[config.mk]
export PLATFORM = sky130hd
export DESIGN_NAME = snitch_vfpr_wb
export DESIGN_NICKNAME = d
export VERILOG_FILES = /design/src/rtl/snitch_vfpr_wb.sv
export SDC_FILE = /design/constraint.sdc
export NUM_CORES = 1
export LEC_CHECK = 0
export CORE_MARGIN = 1.5
export CORE_UTILIZATION = 40
export CTS_BUF_LIST = sky130_fd_sc_hd__clkbuf_16
export CTS_CLUSTER_DIAMETER = 40
export DETAILED_ROUTE_END_ITERATION = 12
export DONT_BUFFER_PORTS = 1
export PLACE_DENSITY = 0.65
export SLEW_MARGIN = 20
export SYNTH_ARGS = -nofsm -noshare
export SYNTH_HDL_FRONTEND = slang
export SYNTH_SLANG_ARGS = --single-unit
[constraint.sdc]
create_clock -name clk_i -period 4.1 [get_ports clk_i]
set_clock_uncertainty 0.05 [all_clocks]
set_input_delay 0.41 -clock clk_i [delete_from_list [all_inputs] [get_ports clk_i]]
set_output_delay 0.41 -clock clk_i [all_outputs]
set_load 0.05 [all_outputs]
[src/rtl/snitch_vfpr_wb.sv]
// -----------------------------------------------------------------------------
// snitch_vfpr_wb
//
// Write-back initiator for the vector FP register file (VFPR). FPU results
// arrive on a valid/ready stream and are buffered in a small input queue. Each
// queued result becomes a TCDM write request toward the VFPR write port. Every
// issued write is tracked until its TCDM response returns. Completion tags are
// then handed out in issue order. A combinational address-hazard check lets the
// operand-read side stall on registers that still have writes pending.
//
// Ports
//   clk_i, rst_i        clock, asynchronous active-high reset
//   wb_addr_i/_data_i   destination byte address and result data
//   wb_tag_i            opaque result tag, returned on completion
//   wb_valid_i/ready_o  input handshake (ready = input queue not full)
//   wr_req_o            TCDM request to the VFPR write port
//   wr_rsp_i            TCDM response from the VFPR write port
//   done_tag_o          tag of the oldest acknowledged write
//   done_valid_o/_i     completion handshake
//   chk_addr_i/en_i     up to three operand addresses to test for hazards
//   chk_hit_o           per-operand hazard flag
//   busy_o              queue or tracker holds at least one entry
// -----------------------------------------------------------------------------
package snitch_vfpr_wb_pkg;

  typedef logic [7:0] tag_t;

  typedef enum logic [3:0] {
    AMONone = 4'h0, AMOSwap = 4'h1, AMOAdd  = 4'h2, AMOAnd  = 4'h3,
    AMOOr   = 4'h4, AMOXor  = 4'h5, AMOMax  = 4'h6, AMOMaxu = 4'h7,
    AMOMin  = 4'h8, AMOMinu = 4'h9, AMOLR   = 4'hA, AMOSC   = 4'hB
  } amo_op_e;

  typedef struct packed {
    logic [31:0] addr;
    logic        write;
    amo_op_e     amo;
    logic [63:0] data;
    logic [7:0]  strb;
    logic        user;
  } tcdm_req_chan_t;

  typedef struct packed {
    tcdm_req_chan_t q;
    logic           q_valid;
  } tcdm_req_t;

  typedef struct packed {
    logic [63:0] data;
  } tcdm_rsp_chan_t;

  typedef struct packed {
    logic           q_ready;
    tcdm_rsp_chan_t p;
    logic           p_valid;
  } tcdm_rsp_t;

endpackage

module snitch_vfpr_wb #(
  parameter int unsigned DataWidth      = 64,
  parameter int unsigned AddrWidth      = 32,
  parameter int unsigned QueueDepth     = 4,
  parameter int unsigned MaxOutstanding = 4,
  parameter type tcdm_req_t = snitch_vfpr_wb_pkg::tcdm_req_t,
  parameter type tcdm_rsp_t = snitch_vfpr_wb_pkg::tcdm_rsp_t,
  parameter type tag_t      = snitch_vfpr_wb_pkg::tag_t
) (
  input  logic                      clk_i,
  input  logic                      rst_i,
  input  logic [AddrWidth-1:0]      wb_addr_i,
  input  logic [DataWidth-1:0]      wb_data_i,
  input  tag_t                      wb_tag_i,
  input  logic                      wb_valid_i,
  output logic                      wb_ready_o,
  output tcdm_req_t                 wr_req_o,
  input  tcdm_rsp_t                 wr_rsp_i,
  output tag_t                      done_tag_o,
  output logic                      done_valid_o,
  input  logic                      done_ready_i,
  input  logic [2:0][AddrWidth-1:0] chk_addr_i,
  input  logic [2:0]                chk_en_i,
  output logic [2:0]                chk_hit_o,
  output logic                      busy_o
);

  localparam int unsigned QPtrW = (QueueDepth > 1) ? $clog2(QueueDepth) : 1;
  localparam int unsigned QCntW = $clog2(QueueDepth + 1);
  localparam int unsigned TPtrW = (MaxOutstanding > 1) ? $clog2(MaxOutstanding) : 1;
  localparam int unsigned TCntW = $clog2(MaxOutstanding + 1);

  // ---------------------------------------------------------------------------
  // Input queue
  // ---------------------------------------------------------------------------
  logic [AddrWidth-1:0]  q_addr_q [QueueDepth];
  logic [DataWidth-1:0]  q_data_q [QueueDepth];
  tag_t                  q_tag_q  [QueueDepth];
  logic [QueueDepth-1:0] q_vld_q, q_vld_d;
  logic [QPtrW-1:0]      q_wptr_q, q_wptr_d, q_rptr_q, q_rptr_d;
  logic [QCntW-1:0]      q_cnt_q, q_cnt_d;
  logic                  q_full, q_empty, q_push, q_pop;

  // ---------------------------------------------------------------------------
  // Outstanding-write tracker
  // ---------------------------------------------------------------------------
  logic [AddrWidth-1:0]      t_addr_q [MaxOutstanding];
  tag_t                      t_tag_q  [MaxOutstanding];
  logic [MaxOutstanding-1:0] t_vld_q, t_vld_d;
  logic [TPtrW-1:0]          t_wptr_q, t_wptr_d, t_rptr_q, t_rptr_d;
  logic [TCntW-1:0]          t_cnt_q, t_cnt_d;
  logic [TCntW-1:0]          acked_cnt_q, acked_cnt_d;
  logic                      t_full, t_empty;

  logic issue_valid, issue_fire, rsp_ok, done_fire;

  assign q_full  = (q_cnt_q == QCntW'(QueueDepth));
  assign q_empty = (q_cnt_q == '0);
  assign t_full  = (t_cnt_q == TCntW'(MaxOutstanding));
  assign t_empty = (t_cnt_q == '0);

  // Ready depends only on current occupancy: a pop in the same cycle does not
  // open a slot for the incoming entry.
  assign wb_ready_o  = !q_full;
  assign q_push      = wb_valid_i && !q_full;

  assign issue_valid = !q_empty && !t_full;
  assign issue_fire  = issue_valid && wr_rsp_i.q_ready;
  assign q_pop       = issue_fire;

  // A response is only legal while some issued write is still unacknowledged.
  // A surplus response is dropped so the counter can never overtake occupancy.
  assign rsp_ok       = wr_rsp_i.p_valid && (acked_cnt_q != t_cnt_q);
  assign done_valid_o = (acked_cnt_q != '0);
  assign done_fire    = done_valid_o && done_ready_i;
  assign done_tag_o   = t_tag_q[t_rptr_q];

  assign busy_o = !q_empty || !t_empty;

  always_comb begin
    wr_req_o         = '0;
    wr_req_o.q_valid = issue_valid;
    wr_req_o.q.addr  = q_addr_q[q_rptr_q];
    wr_req_o.q.data  = q_data_q[q_rptr_q];
    wr_req_o.q.write = 1'b1;
    wr_req_o.q.strb  = '1;
    wr_req_o.q.amo   = snitch_vfpr_wb_pkg::AMONone;
    wr_req_o.q.user  = '0;
  end

  // Next-state for both FIFOs. Valid bits mirror occupancy per slot so the
  // hazard check can scan entries without decoding pointer distances.
  always_comb begin
    q_wptr_d    = q_wptr_q;
    q_rptr_d    = q_rptr_q;
    q_vld_d     = q_vld_q;
    t_wptr_d    = t_wptr_q;
    t_rptr_d    = t_rptr_q;
    t_vld_d     = t_vld_q;
    q_cnt_d     = q_cnt_q + QCntW'(q_push) - QCntW'(q_pop);
    t_cnt_d     = t_cnt_q + TCntW'(issue_fire) - TCntW'(done_fire);
    acked_cnt_d = acked_cnt_q + TCntW'(rsp_ok) - TCntW'(done_fire);

    if (q_push) begin
      q_vld_d[q_wptr_q] = 1'b1;
      q_wptr_d = (q_wptr_q == QPtrW'(QueueDepth - 1)) ? '0 : q_wptr_q + QPtrW'(1);
    end
    if (q_pop) begin
      q_vld_d[q_rptr_q] = 1'b0;
      q_rptr_d = (q_rptr_q == QPtrW'(QueueDepth - 1)) ? '0 : q_rptr_q + QPtrW'(1);
    end
    if (issue_fire) begin
      t_vld_d[t_wptr_q] = 1'b1;
      t_wptr_d = (t_wptr_q == TPtrW'(MaxOutstanding - 1)) ? '0 : t_wptr_q + TPtrW'(1);
    end
    if (done_fire) begin
      t_vld_d[t_rptr_q] = 1'b0;
      t_rptr_d = (t_rptr_q == TPtrW'(MaxOutstanding - 1)) ? '0 : t_rptr_q + TPtrW'(1);
    end
  end

  always_ff @(posedge clk_i or posedge rst_i) begin
    if (rst_i) begin
      q_wptr_q    <= '0;
      q_rptr_q    <= '0;
      q_cnt_q     <= '0;
      q_vld_q     <= '0;
      t_wptr_q    <= '0;
      t_rptr_q    <= '0;
      t_cnt_q     <= '0;
      t_vld_q     <= '0;
      acked_cnt_q <= '0;
    end else begin
      q_wptr_q    <= q_wptr_d;
      q_rptr_q    <= q_rptr_d;
      q_cnt_q     <= q_cnt_d;
      q_vld_q     <= q_vld_d;
      t_wptr_q    <= t_wptr_d;
      t_rptr_q    <= t_rptr_d;
      t_cnt_q     <= t_cnt_d;
      t_vld_q     <= t_vld_d;
      acked_cnt_q <= acked_cnt_d;
    end
  end

  // Payload storage needs no reset: the valid bits gate every use of it.
  always_ff @(posedge clk_i) begin
    if (q_push) begin
      q_addr_q[q_wptr_q] <= wb_addr_i;
      q_data_q[q_wptr_q] <= wb_data_i;
      q_tag_q[q_wptr_q]  <= wb_tag_i;
    end
    if (issue_fire) begin
      t_addr_q[t_wptr_q] <= q_addr_q[q_rptr_q];
      t_tag_q[t_wptr_q]  <= q_tag_q[q_rptr_q];
    end
  end

  // ---------------------------------------------------------------------------
  // Hazard check: full-address compare against every live entry. Tracker
  // entries keep hitting until the done handshake retires them.
  // ---------------------------------------------------------------------------
  for (genvar gi = 0; gi < 3; gi++) begin : g_chk
    logic hit;
    always_comb begin
      hit = 1'b0;
      for (int j = 0; j < int'(QueueDepth); j++) begin
        if (q_vld_q[j] && (q_addr_q[j] == chk_addr_i[gi])) hit = 1'b1;
      end
      for (int j = 0; j < int'(MaxOutstanding); j++) begin
        if (t_vld_q[j] && (t_addr_q[j] == chk_addr_i[gi])) hit = 1'b1;
      end
    end
    assign chk_hit_o[gi] = chk_en_i[gi] && hit;
  end

  // Response payload carries nothing useful for a write.
  logic unused_rsp;
  assign unused_rsp = ^wr_rsp_i.p;

`ifndef SYNTHESIS
  rsp_without_pending_write : assert property (
    @(posedge clk_i) disable iff (rst_i)
    !(wr_rsp_i.p_valid && (acked_cnt_q == t_cnt_q))
  );
`endif

endmodule

## Yosys cells after proc, flatten, opt, wreduce, memory -nomap -nowiden

Memories as Yosys holds them, arrays and structs flattened.
Cells that the tools add are included.

| word-level totals | value |
|---|---|
| memories | 5 |
| input port bits | 273 |
| output and inout bits | 125 |
| bits in registers | 25 |
| word-level logic and storage cells | 157 |
| RAM bits | 576 |

Memory list:

| memory | depth | bits a word | read ports | clocked after Yosys merged registers in | write ports | line | text |
|---|---|---|---|---|---|---|---|
| q_data_q | 4 | 64 | 1 | 0 | 1 | 96 | `logic [DataWidth-1:0] q_data_q [QueueDepth];` |
| q_addr_q | 4 | 32 | 5 | 0 | 1 | 95 | `logic [AddrWidth-1:0] q_addr_q [QueueDepth];` |
| t_addr_q | 4 | 32 | 4 | 0 | 1 | 106 | `logic [AddrWidth-1:0] t_addr_q [MaxOutstanding];` |
| q_tag_q | 4 | 8 | 1 | 0 | 1 | 97 | `tag_t q_tag_q [QueueDepth];` |
| t_tag_q | 4 | 8 | 1 | 0 | 1 | 107 | `tag_t t_tag_q [MaxOutstanding];` |

| operators by class | value |
|---|---|
| order comparisons | 8 |
| equality and inequality tests | 31 |
| add/sub/neg operators | 10 |
| reductions and logical operators | 44 |
| bitwise operators | 6 |
| mux-type cells | 44 |

Operator list:

| operator | count |
|---|---|
| == test 32 bit | 24 |
| logical AND 1 bit | 36 |
| two-way mux 1 bit | 32 |
| two-way mux 4 bit | 4 |
| less-than comparator 2 x 3 -> 1 bit (second input constant) | 4 |
| adder 3 x 1 -> 3 bit | 3 |
| subtractor 3 x 1 -> 3 bit | 3 |
| adder 2 x 1 -> 2 bit (second input constant) | 4 |
| bitwise AND 4 bit | 2 |
| demux 1 bit (select 2 bit) | 4 |
| == test 2 bit (second input constant) | 4 |
| greater-or-equal comparator 2 x 1 -> 1 bit (second input constant) | 4 |
| two-way mux 2 bit | 4 |
| inverter 4 bit | 2 |
| OR 4 bit | 2 |
| == test 3 bit (second input constant) | 2 |
| zero test 3 bit | 2 |
| zero test 1 bit | 4 |
| inequality test 3 bit | 1 |
| nonzero test 3 bit | 1 |
| logical OR 1 bit | 1 |

## Logic depth before layout (Yosys ltp)

An unclocked memory read counts as a cell.

| logic depth | value |
|---|---|
| word-level depth | 12 |
| mapped depth | 12 |

## Least setup slack after synthesis

Ideal clock, no wire load.

| timing | value |
|---|---|
| path type | register -> register |
| from | register q_cnt_q[1] |
| to | memory q_addr_q[0][0], enable pin |
| setup time | 477 ps |
| slack | 138 ps |
| arrival time | 3436 ps |
| cell stages (with the launch flop) | 4 |
| data required time | 3573 ps |
| buffers on the path | 0 |
| cell sequence | dfrtp_1 -> nor2_1 -> nand2_1 -> and3_1 |

| between the ends | value |
|---|---|
| cells in the longest elaborated chain, start to end | 5 |

Ends and longest elaborated chain:

| what | line | text |
|---|---|---|
| start, declared | 100 | `logic [QCntW-1:0] q_cnt_q, q_cnt_d;` |
| start signal, assigned | 195 | `q_cnt_q <= q_cnt_d;` |
| == test 3 bit | 116 | `assign q_full = (q_cnt_q == QCntW'(QueueDepth));` |
| zero test 1 bit | - |  |
| via wb_ready_o | 75 | `output logic wb_ready_o,` |
| logical AND 1 bit | 124 | `assign q_push = wb_valid_i && !q_full;` |
| two-way mux 1 bit | 207 | `if (q_push) begin` |
| two-way mux 1 bit (implied by the code) | 208 | `q_addr_q[q_wptr_q] <= wb_addr_i;` |
| end, declared | 95 |  |

The timed path passes the listed nets, and every way through them passes these cells.

==> impl_metrics.json <==
{
  "antenna_found_initial": 7,
  "slowest_delay_ns": 0.60,
  "min_from": "wr_rsp_i[65]",
  "synth.area.top_cells": "edfxtp_1 56%, xnor2_1 12%, xor2_1 10%, mux4_2 8.2%, nand4_1 2.4%",
  "htree_levels": 3,
  "cp_common_cell": "nand4_1",
  "io_pins": 398,
  "routed-wl-met2_um": 53200,
  "start_util": 0.404,
  "grt_pass1_vias": 19200,
  "p_seq_frac": 0.372,
  "postCtsSetupRepairBufs": 0,
  "first_pass_iters": 7,
  "status": "complete, no violations",
  "yosysTopAreaCellShare": 0.562,
  "hp-class": "in2reg",
  "drc_errors": 0,
  "dr.max_layer_used": "met5",
  "ctsResizeCount": 0,
  "die-area_um2": 78600,
  "cp.depth": 6,
  "ys_seq_elements": 601,
  "final-max-slew-violation-count": 0,
  "synth_top_cell_by_area": "edfxtp_1",
  "power_density_nw_per_um2": 752,
  "dp.cells": 2919,
  "tightest_slew_ns": 1.02,
  "drive_gt1_frac": 0.138,
  "synth.yosys.seq_area_share": 0.582,
  "p_sw_mw": 10.6,
  "p_int_mw": 16.2,
  "fp.dieW_um": 280,
  "worstSetupPathType": "reg2out",
  "first_iter_violations": 2165,
  "crit_fanout": 4,
  "path_clk_slew_ns": 0.05,
  "fin_nets": 2390,
  "num_rows": 101,
  "hold_violations": 0,
  "wl_per_cell_um": 35.7,
  "setup_ws_ns": 0.304,
  "ant_nets": 0,
  "wl_met1_um": 43000,
  "path_cells": "xnor2_1 > nand4_1 > nor4_1 > nand4_1 > o22ai_1 > o41a_2",
  "critical_path_required_ns": 3.64,
  "via_per_inst": 5.82,
  "grt_usage": 0.290,
  "finalWeightedCongestion": 1.12,
  "cp_slowest_cell": "nor4_1",
  "slew_headroom": 0.315,
  "synthToLayoutAreaGrowth_pct": 15.8,
  "ctsHoldBuffers": 106,
  "fin_cells": 3206,
  "path_delay_family": "compound AO/OA/AOI/OAI gates",
  "die_h_um": 280,
  "synth_cells": 1999,
  "synth_area_um2": 30800,
  "yosys_warnings": 0,
  "hold_slack_ns": 0.0651,
  "clk_latency_ns": 0.68,
  "hpwl_um": 85200,
  "r2r_cells": 9,
  "crit_path_end_kind": "output port",
  "leakage_nw": 11.4,
  "maxCapViolations": 0,
  "grt_overflow": 0,
  "crit-reg2reg-launch": "acked_cnt_q[1]",
  "power.share.switching": 0.397,
  "power_frac_clock": 0.303,
  "r2r_end": "acked_cnt_q[2]",
  "core_area_um2": 76100,
  "cts_buffer_depth": 3,
  "crit_start": "q_addr_q[3][17]",
  "crit_buf_inv": 0,
  "port_buffers": 0,
  "r2r_setup_slack_ns": 1.20,
  "avgSynthCellArea_um2": 15.4,
  "finalWirelength_um": 114000,
  "dpl_cell_area_um2": 31200,
  "root_buffer": "clkbuf_16",
  "start_kind": "flip-flop",
  "cts_buffers": 95,
  "vias": 18700,
  "vdd_drop_max_v": 0.000464,
  "finalCriticalPeriod_ns": 3.80,
  "pre_cts_ws_ns": 1.12,
  "tns_ns": 0,
  "cts_tree": "yes",
  "grt_pass1_wl_um": 155000,
  "cts_sinks": 601,
  "setup_viol": 0,
  "p_comb_frac": 0.324,
  "critical_path_arrival_ns": 3.34,
  "rsz0062_at_grt": "false",
  "finish.instance_area_um2": 35600,
  "synth_cell_type_count": 29,
  "route.met3.wl_um": 10600,
  "fin_crit_sh": 0.926,
  "timing.fmax_mhz": 263,
  "cp-endpoint": "chk_hit_o[1]",
  "grt_max_degree": 106
}
flip-flops by register name (all words and copies together), names as in the netlist, 3 cells and up:
| register | count |
|---|---|
| q_vld_q | 4 |
| acked_cnt_q | 3 |
| q_cnt_q | 3 |
| t_cnt_q | 3 |
| t_vld_q | 4 |
| q_data_q | 256 |
| t_tag_q | 32 |
| q_tag_q | 32 |
| t_addr_q | 128 |
| q_addr_q | 128 |
worst reg2reg max path: cells and delay by family, from the launching register on:
| kind | cells | cell delay [ns] |
|---|---|---|
| simple gates | 2 | 1.02 |
| fa+ha+maj | 3 | 0.87 |
| flops | 1 | 0.45 |
| xor+xnor | 2 | 0.32 |
| buf+inv | 2 | 0.11 |
cells in the mapped netlist:
cell,instances
nand3_1,24
o31ai_1,1
nor4_1,96
xnor2_1,414
and3_1,8
buf_6,43
nand3b_1,1
o21ai_0,8
dfrtp_1,25
clkbuf_1,9
xor2_1,363
nand4_1,120
inv_1,20
o22ai_1,12
conb_1,2
a21oi_2,1
nor3_1,25
nor2_1,3
buf_4,72
a2bb2oi_1,8
mux4_2,112
o41a_2,3
fa_1,3
and2_1,2
edfxtp_1,576
nand2_1,7
ha_1,22
or3_1,4
buf_2,15
stage by stage:
| step | power, mW | utilization |
|---|---|---|
| 2_1_floorplan | 16.3 | - |
| 4_1_cts | 26.9 | 0.468 |
| 3_5_place_dp | 18.6 | 0.410 |
| 5_1_grt | 27.6 | 0.468 |
| 3_3_place_gp | 18.5 | 0.410 |
| 6_report | 26.8 | 0.468 |
per-layer routing:
metal / vias to the layer above / global-route usage
met5: - / 0
met2: 1078 / 0.459
li1: 7614 / -
met3: 332 / 0.0755
met1: 9621 / 0.358
met4: 6 / 0.172
cells in the final DEF, fill, tap and decap left out, types with 2 or more instances in the layout:
| cell | n |
|---|---|
| inv_6 | 11 |
| clkinv_4 | 9 |
| xor2_1 | 363 |
| and3_4 | 4 |
| ha_1 | 22 |
| and2_1 | 2 |
| or3_1 | 4 |
| nor3_1 | 25 |
| clkbuf_16 | 95 |
| mux4_2 | 112 |
| buf_12 | 7 |
| edfxtp_1 | 576 |
| xnor2_1 | 414 |
| o21ai_0 | 8 |
| dfrtp_1 | 23 |
| o41a_2 | 3 |
| o22ai_1 | 12 |
| dlygate4sd3_1 | 106 |
| nand2_1 | 7 |
| dfrtp_4 | 2 |
| buf_4 | 10 |
| a2bb2oi_1 | 8 |
| diode_2 | 4 |
| clkinv_2 | 9 |
| clkinv_1 | 10 |
| conb_1 | 14 |
| nor2_1 | 3 |
| nand3_1 | 24 |
| inv_8 | 3 |
| nor4_1 | 96 |
| clkinv_8 | 2 |
| clkinvlp_4 | 10 |
| inv_1 | 31 |
| bufinv_16 | 10 |
| nand4_1 | 120 |
| fa_1 | 3 |
| and3_2 | 4 |
| clkinv_16 | 7 |
area by class of cell:
cell class,count,area (um^2)
Antenna cell,4,10.0
Clock buffer,95,2380
Clock inverter,82,951
Fill cell,6586,40500
Inverter,20,75.1
Multi-Input combinational cell,1251,11700
Sequential cell,601,17900
Tap cell,1030,1290
Timing Repair Buffer,123,1280
worst min path at each step:
stage	to	slack, ns	depth (start not counted)
finish	q_rptr_q[0]	0.07	3
global route	q_rptr_q[0]	0.08	3
CTS	q_rptr_q[0]	0.05	3
detailed placement	q_data_q[0][32]	0.46	0
global placement	q_data_q[2][1]	0.46	0
floorplan	acked_cnt_q[0]	0.39	1
cell families after synthesis:
group | count (synthesis) | synth area share
compound gates | 33 | 0.00777
buf+inv | 159 | 0.0393
simple gates | 290 | 0.0562
other cells | 2 | 0.000244
flops | 601 | 0.582
xor+xnor | 777 | 0.221
fa+ha+maj | 25 | 0.0109
mux | 112 | 0.0820
power groups by stage:
stage / combinational, mW / sequential [mW] / clock (mW)
3_3_place_gp: 8.49 / 9.99 / 0
4_1_cts: 8.71 / 9.96 / 8.23
6_report: 8.69 / 9.96 / 8.12
5_1_grt: 9.01 / 10.1 / 8.49
3_5_place_dp: 8.55 / 10.1 / 0
2_1_floorplan: 6.83 / 9.44 / 0
Power figures use the tool's default switching activity.
